$ cat config.mk
export PLATFORM = sky130hd
export DESIGN_NAME = snake_ctrl
export DESIGN_NICKNAME = d
export VERILOG_FILES = /design/src/rtl/snake_pkg.sv /design/src/rtl/snake_debounce.sv /design/src/rtl/snake_ctrl.sv
export SDC_FILE = /design/constraint.sdc
export NUM_CORES = 1
export LEC_CHECK = 0
export ABC_AREA = 0
export ABC_CLOCK_PERIOD_IN_PS = 4300
export CAP_MARGIN = 15
export CORE_ASPECT_RATIO = 1.4
export CORE_MARGIN = 2
export CORE_UTILIZATION = 30
export DETAILED_ROUTE_END_ITERATION = 8
export GPL_TIMING_DRIVEN = 0
export HOLD_SLACK_MARGIN = 0.1
export SLEW_MARGIN = 20
export SYNTH_ARGS = -nofsm -noshare
export SYNTH_HDL_FRONTEND = slang
export SYNTH_HIERARCHICAL = 1
export SYNTH_SLANG_ARGS = --single-unit
$ cat constraint.sdc
create_clock -name Clk -period 4.3 [get_ports Clk]
set_input_delay 0.86 -clock Clk [delete_from_list [all_inputs] [get_ports Clk]]
set_output_delay 0.86 -clock Clk [all_outputs]
set_load 0.01 [all_outputs]
$ cat src/rtl/snake_pkg.sv
// Shared encodings for the snake game controller: FSM states, move directions,
// and the reversal test used to filter illegal turns.
package snake_pkg;

    typedef enum logic [1:0] {
        ST_IDLE  = 2'b00,
        ST_PLAY  = 2'b01,
        ST_PAUSE = 2'b10,
        ST_OVER  = 2'b11
    } state_e;

    typedef enum logic [1:0] {
        DIR_UP    = 2'b00,
        DIR_DOWN  = 2'b01,
        DIR_LEFT  = 2'b10,
        DIR_RIGHT = 2'b11
    } dir_e;

    localparam logic [7:0] SCORE_MAX = 8'hFF;

    // Opposite directions share the axis bit and differ in the sense bit.
    function automatic logic is_reverse(input dir_e a, input dir_e b);
        return (a[1] == b[1]) && (a[0] != b[0]);
    endfunction

endpackage

$ cat src/rtl/snake_debounce.sv
// One button channel: 2-FF synchronizer, counting debouncer and a one-cycle
// pulse on each falling edge of the debounced level.
module snake_debounce #(
    parameter int   DEB_CYCLES = 16,
    parameter logic RST_VAL    = 1'b1
) (
    input  logic clk,
    input  logic rst,
    input  logic i_raw,
    output logic o_level,
    output logic o_fall
);
    localparam int CW = $clog2(DEB_CYCLES + 1);

    logic [1:0]    sync_q, sync_d;
    logic          level_q, level_d;
    logic          fall_q, fall_d;
    logic [CW-1:0] cnt_q, cnt_d;

    always_comb begin
        sync_d  = {sync_q[0], i_raw};
        level_d = level_q;
        cnt_d   = '0;
        // Any sample that agrees with the current level restarts the run.
        if (sync_q[1] != level_q) begin
            if (cnt_q == CW'(DEB_CYCLES - 1)) level_d = sync_q[1];
            else                              cnt_d   = cnt_q + 1'b1;
        end
        fall_d = level_q & ~level_d;
    end

    always_ff @(posedge clk or posedge rst) begin
        if (rst) begin
            sync_q  <= {2{RST_VAL}};
            level_q <= RST_VAL;
            fall_q  <= 1'b0;
            cnt_q   <= '0;
        end else begin
            sync_q  <= sync_d;
            level_q <= level_d;
            fall_q  <= fall_d;
            cnt_q   <= cnt_d;
        end
    end

    assign o_level = level_q;
    assign o_fall  = fall_q;
endmodule

$ cat src/rtl/snake_ctrl.sv
// Snake game control FSM: debounced buttons, move tick generation,
// direction steering, scoring and game-over handling.
module snake_ctrl
    import snake_pkg::*;
#(
    parameter int TICK_DIV   = 50000,
    parameter int DEB_CYCLES = 16
) (
    input  logic       Clk,
    input  logic       Rst,
    input  logic [3:0] i_Push,
    input  logic       i_Pause,
    input  logic       i_Collide,
    input  logic       i_Eat,
    output logic       o_Step,
    output logic [1:0] o_Dir,
    output logic [1:0] o_State,
    output logic [7:0] o_Score
);
    localparam int             TW        = $clog2(TICK_DIV);
    localparam logic [TW-1:0]  TICK_LAST = TW'(TICK_DIV - 1);

    logic [3:0] push_level, push_fall;
    logic       pause_level, pause_fall;

    for (genvar i = 0; i < 4; i++) begin : g_push
        snake_debounce #(.DEB_CYCLES(DEB_CYCLES), .RST_VAL(1'b1)) u_deb (
            .clk(Clk), .rst(Rst), .i_raw(i_Push[i]),
            .o_level(push_level[i]), .o_fall(push_fall[i])
        );
    end

    snake_debounce #(.DEB_CYCLES(DEB_CYCLES), .RST_VAL(1'b0)) u_deb_pause (
        .clk(Clk), .rst(Rst), .i_raw(i_Pause),
        .o_level(pause_level), .o_fall(pause_fall)
    );

    logic unused_deb;
    assign unused_deb = ^{push_level, pause_fall};

    state_e         state_q, state_d;
    dir_e           dir_q, dir_d, pend_q, pend_d, press_dir;
    logic [7:0]     score_q, score_d;
    logic [TW-1:0]  tick_q, tick_d;
    logic           step_q, step_d;
    logic           after_step_q;
    logic           press_any;

    always_comb begin
        press_any = |push_fall;
        if      (push_fall[0]) press_dir = DIR_UP;
        else if (push_fall[1]) press_dir = DIR_DOWN;
        else if (push_fall[2]) press_dir = DIR_LEFT;
        else                   press_dir = DIR_RIGHT;
    end

    always_comb begin
        state_d = state_q;
        dir_d   = dir_q;
        pend_d  = pend_q;
        score_d = score_q;
        tick_d  = tick_q;
        step_d  = 1'b0;
        unique case (state_q)
            ST_IDLE: begin
                tick_d = '0;
                if (press_any) begin
                    state_d = ST_PLAY;
                    dir_d   = press_dir;
                    pend_d  = press_dir;
                end
            end
            ST_PLAY: begin
                if (press_any && !is_reverse(press_dir, dir_q)) pend_d = press_dir;
                if (after_step_q && i_Collide) begin
                    state_d = ST_OVER;
                    tick_d  = '0;
                end else begin
                    if (after_step_q && i_Eat && score_q != SCORE_MAX) score_d = score_q + 8'd1;
                    // The tick is frozen on the cycle that enters PAUSE as well.
                    if (pause_level) begin
                        state_d = ST_PAUSE;
                    end else begin
                        tick_d = (tick_q == TICK_LAST) ? '0 : tick_q + 1'b1;
                        step_d = (tick_d == TICK_LAST);
                        if (step_d) dir_d = pend_d;
                    end
                end
            end
            ST_PAUSE: begin
                if (!pause_level) state_d = ST_PLAY;
            end
            ST_OVER: begin
                tick_d = '0;
                if (press_any) begin
                    state_d = ST_IDLE;
                    score_d = '0;
                    dir_d   = DIR_RIGHT;
                    pend_d  = DIR_RIGHT;
                end
            end
            default: state_d = ST_IDLE;
        endcase
    end

    always_ff @(posedge Clk or posedge Rst) begin
        if (Rst) begin
            state_q      <= ST_IDLE;
            dir_q        <= DIR_RIGHT;
            pend_q       <= DIR_RIGHT;
            score_q      <= '0;
            tick_q       <= '0;
            step_q       <= 1'b0;
            after_step_q <= 1'b0;
        end else begin
            state_q      <= state_d;
            dir_q        <= dir_d;
            pend_q       <= pend_d;
            score_q      <= score_d;
            tick_q       <= tick_d;
            step_q       <= step_d;
            after_step_q <= step_q;
        end
    end

    assign o_Step  = step_q;
    assign o_Dir   = dir_q;
    assign o_State = state_q;
    assign o_Score = score_q;
endmodule

=== After elaboration in Yosys (flattened, before gate mapping) ===
Index checks and enable logic that the tools add are counted.

* Flip-flop bits (word level): 76

* $add $sub $neg: 7
* Equality and inequality tests: 27
* Multiplexer cells: 46
* Bitwise gates (word level): 8
* Reductions and logical operators: 18

{| class="wikitable"
|+ Operator list
! kind !! count
|-
| two-way mux 5 bit || 10
|-
| two-way mux 16 bit || 3
|-
| equality test 16 bit (second input constant) || 2
|-
| one-hot mux 16 bit (2 select lines) || 1
|-
| two-way mux 2 bit || 13
|-
| adder 5 x 1 -> 5 bit (second input constant) || 5
|-
| equality test 5 x 4 -> 1 bit (second input constant) || 5
|-
| two-way mux 8 bit || 3
|-
| adder 16 x 1 -> 16 bit (second input constant) || 1
|-
| one-hot mux 8 bit (2 select lines) || 1
|-
| != test 2 bit (second input constant) || 7
|-
| two-way mux 1 bit || 12
|-
| one-hot mux 2 bit (3 select lines) || 2
|-
| adder 8 x 1 -> 8 bit (second input constant) || 1
|-
| != test 8 bit (second input constant) || 1
|-
| one-hot mux 2 bit (4 select lines) || 1
|-
| AND reduction 4 bit || 2
|-
| != test 1 bit || 6
|-
| AND reduction 6 bit || 1
|-
| logical AND 1 bit || 5
|-
| bitwise AND 1 bit || 4
|-
| equality test 2 bit (second input constant) || 2
|-
| NOT 1 bit || 4
|-
| AND reduction 2 bit || 2
|-
| other kinds (11) || 12
|}

=== Logic depth before layout (Yosys ltp) ===
Gate-level depths: netlist of run 1.

* Word-level depth: 12
* Mapped depth: 9

=== Hierarchy ===
Netlist of run 1, hierarchy kept.

{| class="wikitable"
|+ By module, submodules not included
! module !! instances !! cells an instance !! area an instance (um^2) !! sequential area each (um^2)
|-
| snake_ctrl || 1 || 228 || 2080.7 || 805.8
|-
| snake_debounce (g_push[0].u_deb ...) || 4 || 26 || 345.3 || 229.0
|-
| snake_debounce (u_deb_pause) || 1 || 26 || 341.6 || 225.2
|}

=== Worst setup path after synthesis of run 1 ===
No wires, ideal clock.

* Kind: flip-flop to flip-flop
* Start: register tick_q[0]
* End: register dir_q[0] (netlist: o_Dir[0])
* Data arrival time: 2.522 ns
* Path slack: 1.693 ns
* Cell stages (with the launch flop): 8
* Buffers on the path: 0
* Clock period less this slack: 2.607 ns
* Path through: dfrtp_1 ha_1 nand3_1 nor4_1 mux2_2 or4b_4 a211oi_4 mux2_1

* Cells in the longest elaborated chain, start to end: 5

{| class="wikitable"
|+ Ends and longest elaborated chain
! element !! line !! text
|-
| start, declared || snake_ctrl.sv:44 || <nowiki>logic [TW-1:0] tick_q, tick_d;</nowiki>
|-
| start signal, assigned || snake_ctrl.sv:120 || <nowiki>tick_q <= tick_d;</nowiki>
|-
| adder 16 x 1 -> 16 bit or equality test 16 bit (tied branches) || snake_ctrl.sv:84 || <nowiki>tick_d = (tick_q == TICK_LAST) ? '0 : tick_q + 1'b1;</nowiki>
|-
| two-way mux 16 bit (*) || snake_ctrl.sv:84 ||
|-
| equality test 16 bit (*) || snake_ctrl.sv:85 || <nowiki>step_d = (tick_d == TICK_LAST);</nowiki>
|-
| != test 2 bit (no line) (*) || - ||
|-
| AND reduction 6 bit (no line) (*) || - ||
|-
| end signal, assigned || snake_ctrl.sv:117 || <nowiki>dir_q <= dir_d;</nowiki>
|-
| end, declared || snake_ctrl.sv:42 || <nowiki>dir_e dir_q, dir_d, pend_q, pend_d, press_dir;</nowiki>
|}

Mark *: on every way between the ends. The rest lies on a longest branch, timed or not.
A chain may end at the register's enable or synchronous reset.

=== Worst setup path after layout of run 1 ===
* Start: input port i_Collide
* End: register tick_q[9]

* Cells in the longest elaborated chain, start to end: 3

{| class="wikitable"
|+ Ends and longest elaborated chain
! element !! line !! text
|-
| start, declared || snake_ctrl.sv:13 || <nowiki>input logic i_Collide,</nowiki>
|-
| logical AND 1 bit (*) || snake_ctrl.sv:75 || <nowiki>if (after_step_q && i_Collide) begin</nowiki>
|-
| two-way mux 16 bit or != test 3 bit (tied branches) || - ||
|-
| one-hot mux 16 bit (2 select lines) or AND reduction 2 bit (tied branches) || - ||
|}

Marks and branches as above.

==> results_dict.tcl, run 1 <==
set metrics [dict create \
    clk_pin_slew_worst_paths_ns 0.06 \
    drt_first_pass_iters 4 \
    coreArea_mm2 0.0123 \
    syn_inst 356 \
    reg2reg_depth 7 \
    fin_skew_ns 0.00452 \
    die_h_um 137 \
    fin_crit_ns 2.92 \
    drc 0 \
    track_usage_pct 11.9 \
    power.share.sequential_pct 47.4 \
    crit_start "i_Collide" \
    syn-cell-area_mm2 0.00377 \
    htreeDepth 3 \
    gp_congestion 0.758 \
    cap_viol_max_count 0 \
    final_common_cell "dfrtp_1" \
    dpl_cell_area_mm2 0.00417 \
    hold_violations 0 \
    finalPower_mw 1.60 \
    setup_tns_ns 0 \
    crit_required_ns 4.52 \
    port_buffers 21 \
    reg2reg_slack_ns 1.44 \
    synth_nets 378 \
    insertion_delay_ns 0.34 \
    avgSynthCellArea_um2 10.6 \
    io_pins 22 \
    start_kind "input pin" \
    pwr-share-clk_pct 49.3 \
    switching_power_mw 0.368 \
    vias 2704 \
    wirelength_mm 7.41 \
    slowest_stage "nor4b_2" \
    power.internal_mw 1.23 \
    routedWlPerCell_um 13.7 \
    critical_path.max_stage_delay_ns 0.58 \
    num-fill-cells 1201 \
    overflow 0 \
    layout_common_cells "60 x dfrtp_1, 28 x nor2_1, 26 x nand2_1, 26 x o21ai_0, 21 x clkdlybuf4s50_1" \
    worstReg2RegStart "tick_q[0]" \
    cts.path.max_buffers 2 \
    outcome "finished clean" \
    grt_max_degree 33 \
    drt-initial-drc-count 78 \
    drive_gt1_share_pct 17.3 \
    grt_pass1_wl_mm 12.8 \
    rsz0062_at_grt "no" \
    grt_antenna_before_repair 0 \
    num_rows 48 \
    fp.dieW_um 98.7 \
    min_period_over_period_pct 68.0 \
    crit_end "tick_q[9]" \
    p_leak_nw 1.97 \
    hold_buffers 0 \
    reg2reg_to "o_Dir[1]" \
    worstMarginPinSlew_ns 0.704 \
    final_area_mm2 0.00448 \
    setup_viol 0 \
    worst_hold_path_type "reg -> reg" \
    critPathKind "in -> reg" \
    combPwrFrac_pct 3.3 \
    max_freq_mhz 342 \
    max_slew_margin_pct 53.0 \
    peakVddDrop_uv 181 \
    cts_buffers 9 \
    initial_core_util_pct 30.6 \
    cts_tree "built" \
    diodes 0 \
    p_sw_share_pct 23.0 \
    first_global_vias 2719 \
    cts.sinks 76 \
    syn_to_final_growth_pct 18.8 \
    fin_nets 410 \
    viasPerCell 4.98 \
    endpoint_kind "flop" \
    yosys_warnings 6 \
    hpwl_mm 5.32 \
    arrival_ns 3.14 \
    cts_setup_buffers 0 \
    drtAntennaViolNets 0 \
    path_cells "clkdlybuf4s50_1, nand2_1, nor4b_2, o21ai_0, buf_2, o41ai_1" \
    cts-root-buf "clkbuf_16" \
    cts_resized 0 \
    die-area_mm2 0.0135 \
    hold_depth 0 \
    drv_slew 0 \
    critPathMaxFanout 10 \
    powerDensity_mw_per_mm2 357 \
]
-- metrics by stage --
step / worst slack [ns] / hold slack (ns) / utilization [%] / std cells
5_1_grt: 1.14 / 0.353 / 36.4 / 543
4_1_cts: 1.40 / 0.351 / 36.4 / 543
6_report: 1.38 / 0.348 / 36.4 / 543
3_3_place_gp: 1.10 / 0.336 / 33.9 / 527
2_1_floorplan: 1.69 / 0.331 / - / 356
3_5_place_dp: 1.05 / 0.337 / 33.9 / 527
-- worst min-delay path by stage --
stage / start / end / slack [ns]
floorplan: u_deb_pause/sync_q[0] / u_deb_pause/sync_q[1] / 0.33
global placement: u_deb_pause/sync_q[0] / u_deb_pause/sync_q[1] / 0.34
detailed placement: u_deb_pause/sync_q[0] / u_deb_pause/sync_q[1] / 0.34
CTS: u_deb_pause/sync_q[0] / u_deb_pause/sync_q[1] / 0.35
global route: u_deb_pause/sync_q[0] / u_deb_pause/sync_q[1] / 0.35
finish: u_deb_pause/sync_q[0] / u_deb_pause/sync_q[1] / 0.35
-- worst max-delay path, delay by kind of cell --
family,cells,cell delay (ns)
and+or+nand+nor,2,0.72
AOI/OAI and AO/OA,2,0.81
buffers and inverters,2,0.75
-- final cells by class --
class	instances	area (um2)	share of cell area, %
well taps	150	188	4.19
plain buffers	11	70.1	1.56
clock inverters	6	71.3	1.59
clock buffers	10	239	5.34
repair buffers	21	210	4.69
inverters	17	63.8	1.42
flip-flops and latches	76	1920	42.9
multi-input cells	252	1710	38.3
-- metal layers --
metal	up-vias	part of all wire, %	track usage [%]
li1	1335	-	-
met1	1328	46	14.1
met2	33	48	20.0
met3	8	3.8	3.17
met4	0	1.7	5.48
met5	-	0	0
-- power by group through the flow --
stage / combinational [mW] / sequential [mW] / clock [mW]
2_1_floorplan: 0.0362 / 0.766 / 0
3_3_place_gp: 0.0524 / 0.768 / 0
3_5_place_dp: 0.0541 / 0.770 / 0
4_1_cts: 0.0547 / 0.758 / 0.810
5_1_grt: 0.0616 / 0.760 / 0.844
6_report: 0.0521 / 0.758 / 0.788
-- flip-flops by register name, indices dropped and copies added, names as in the netlist, 2 cells and up --
signal                cells
o_Score                   8
u_deb_pause/cnt_q         5
o_State                   2
pend_q                    2
g_push.u_deb/o_level      4
u_deb_pause/sync_q        2
g_push.u_deb/cnt_q       20
tick_q                   16
o_Dir                     2
g_push.u_deb/o_fall       4
g_push.u_deb/sync_q       8
(Power assumes the default switching activity.)
==> run 2: changes to the inputs <==
--- a/config.mk
+++ b/config.mk
@@ -6,7 +6,7 @@
 export NUM_CORES = 1
 export LEC_CHECK = 0
 export ABC_AREA = 0
-export ABC_CLOCK_PERIOD_IN_PS = 4300
+export ABC_CLOCK_PERIOD_IN_PS = 2800
 export CAP_MARGIN = 15
 export CORE_ASPECT_RATIO = 1.4
 export CORE_MARGIN = 2
==> constraint.sdc (replaced) <==
create_clock -name Clk -period 2.8 [get_ports Clk]
set_input_delay 0.56 -clock Clk [delete_from_list [all_inputs] [get_ports Clk]]
set_output_delay 0.56 -clock Clk [all_outputs]
set_load 0.01 [all_outputs]
==> results_dict.tcl, run 2 (synthesis results as in run 1) <==
set metrics [dict create \
    layout_common_cells "60 x dfrtp_1, 28 x nor2_1, 26 x nand2_1, 25 x o21ai_0, 21 x clkdlybuf4s50_1" \
    largest_reg_flops 20 \
    io_pins 22 \
    top_regs "g_push.u_deb/cnt_q (20), tick_q (16)" \
    port_buffers 21 \
    postLayoutCoreUtil_pct 36.5 \
    fin_ws_ns 0.140 \
    hold_buffers 0 \
    drt_first_pass_iters 4 \
    cts_tree "built" \
    htreeDepth 3 \
    p_leak_nw 1.98 \
    grt_antenna_before_repair 0 \
    drtAntennaViolNets 0 \
    powerDensity_mw_per_mm2 546 \
    outcome "finished clean" \
    drt-initial-drc-count 82 \
    start_kind "flop" \
    reg2reg_to "o_Dir[1]" \
    track_usage_pct 11.9 \
    diodes 0 \
    combPwrFrac_pct 3.3 \
    switching_power_mw 0.564 \
    instances_no_fill 543 \
    worstMarginPinSlew_ns 0.709 \
    path_buf_inv 0 \
    crit_family "simple AND/OR/NAND/NOR gates" \
    final_common_cell "dfrtp_1" \
    fin_nets 410 \
    critical_path.max_stage_delay_ns 0.53 \
    dp_slack_ns -0.147 \
    routedWlPerCell_um 13.7 \
    crit_required_ns 3.06 \
    worstReg2RegStart "tick_q[0]" \
    max_freq_mhz 376 \
    min_period_over_period_pct 95.0 \
    hpwl_mm 5.32 \
    crit_start "tick_q[0]" \
    pwr-share-clk_pct 49.3 \
    fin_skew_ns 0.00452 \
    fin_crit_ns 2.66 \
    coreArea_mm2 0.0123 \
    drc 0 \
    vias 2719 \
    worstHoldEndpoint "u_deb_pause/sync_q[1]" \
    arrival_ns 2.92 \
    regMostFlops "g_push.u_deb/cnt_q" \
    power.share.sequential_pct 47.4 \
    first_global_vias 2721 \
    path_cells "ha_2, nand3_1, nor4_2, mux2_2, or4b_4, a211oi_4, mux2_1" \
    cts.sinks 76 \
    initial_core_util_pct 30.6 \
    hold_ws_ns 0.348 \
    die-area_mm2 0.0135 \
    slowest_stage "or4b_4" \
    cap_viol_max_count 0 \
    max_slew_margin_pct 52.7 \
    wirelength_mm 7.43 \
    drv_slew 0 \
    endpoint_kind "flop" \
    syn_to_final_growth_pct 19.2 \
    viasPerCell 5.01 \
    cts_buffers 9 \
    hold_depth 0 \
    p_sw_share_pct 23.0 \
    clk_pin_slew_worst_paths_ns 0.06 \
    placed_cells_incl_taps 527 \
    fp.dieW_um 98.7 \
    worst_hold_path_type "reg -> reg" \
    power.internal_mw 1.89 \
    reg2reg_slack_ns 0.14 \
    gp_congestion 0.758 \
    setup_viol 0 \
    grt_pass1_wl_mm 12.8 \
    num_rows 48 \
    drive_gt1_share_pct 17.8 \
    overflow 0 \
    critPathMaxFanout 6 \
    grt_max_degree 33 \
    insertion_delay_ns 0.34 \
    reg2reg_depth 7 \
    hold_violations 0 \
    finalPower_mw 2.45 \
    critPathKind "reg -> reg" \
    hp-start "u_deb_pause/sync_q[0]" \
    peakVddDrop_uv 278 \
    die_h_um 137 \
    cts-root-buf "clkbuf_16" \
    rsz0062_at_grt "no" \
    cts.path.max_buffers 2 \
]
[run 2: worst max-delay path by stage]
stage                end  slack (ns)  cells after the start
6_report        o_Dir[1]        0.14                      7
5_1_grt         o_Dir[1]        0.02                      7
4_1_cts         o_Dir[1]        0.12                      7
3_5_place_dp   tick_q[9]       -0.15                      6
3_3_place_gp   tick_q[9]        -0.1                      6
2_1_floorplan   o_Dir[0]        0.19                      7
[run 2: worst reg2reg max path, cell delays in order, from the launching register on]
cell and delay, ns:
dfrtp_1 0.42, ha_2 0.25, nand3_1 0.14, nor4_2 0.21, mux2_2 0.38, or4b_4 0.53, a211oi_4 0.29, mux2_1 0.36
[run 2: power groups by stage]
stage          Combinational (mW)  Clock, mW  Sequential, mW
6_report                   0.0802       1.21            1.16
5_1_grt                    0.0946       1.30            1.17
4_1_cts                    0.0839       1.24            1.16
3_5_place_dp               0.0831          0            1.18
3_3_place_gp               0.0805          0            1.18
2_1_floorplan              0.0556          0            1.18
[run 2: metal layers]
layer  share of wire (%)  GRT usage, %  up-vias
li1                    -             -     1333
met1                  46          14.1     1333
met2                  48          20.1       45
met3                 4.0          3.17        8
met4                 1.7          5.48        0
met5                   0             0        -
[run 2: per-stage QoR]
| step | TNS [ns] | instance area, um2 |
|---|---|---|
| global route | 0 | 4500 |
| CTS | 0 | 4500 |
| detailed placement | -0.328 | 4170 |
| global placement | -0.209 | 4170 |
| floorplan | 0 | 3770 |
| finish | 0 | 4500 |
[run 2: layout make-up]
type	instances	area (um2)
fill	1198	7820
sequential	76	1920
multi-input combinational	252	1730
clock buffer	10	239
timing repair buffer	21	210
tap	150	188
clock inverter	6	71.3
buffer	11	70.1
inverter	17	63.8
[run 2: timing repair]
action,4_1_cts,5_1_grt
setup buffers,0,0
gates resized for setup,3,1
setup endpoints to repair,3,1
pin swaps,1,0
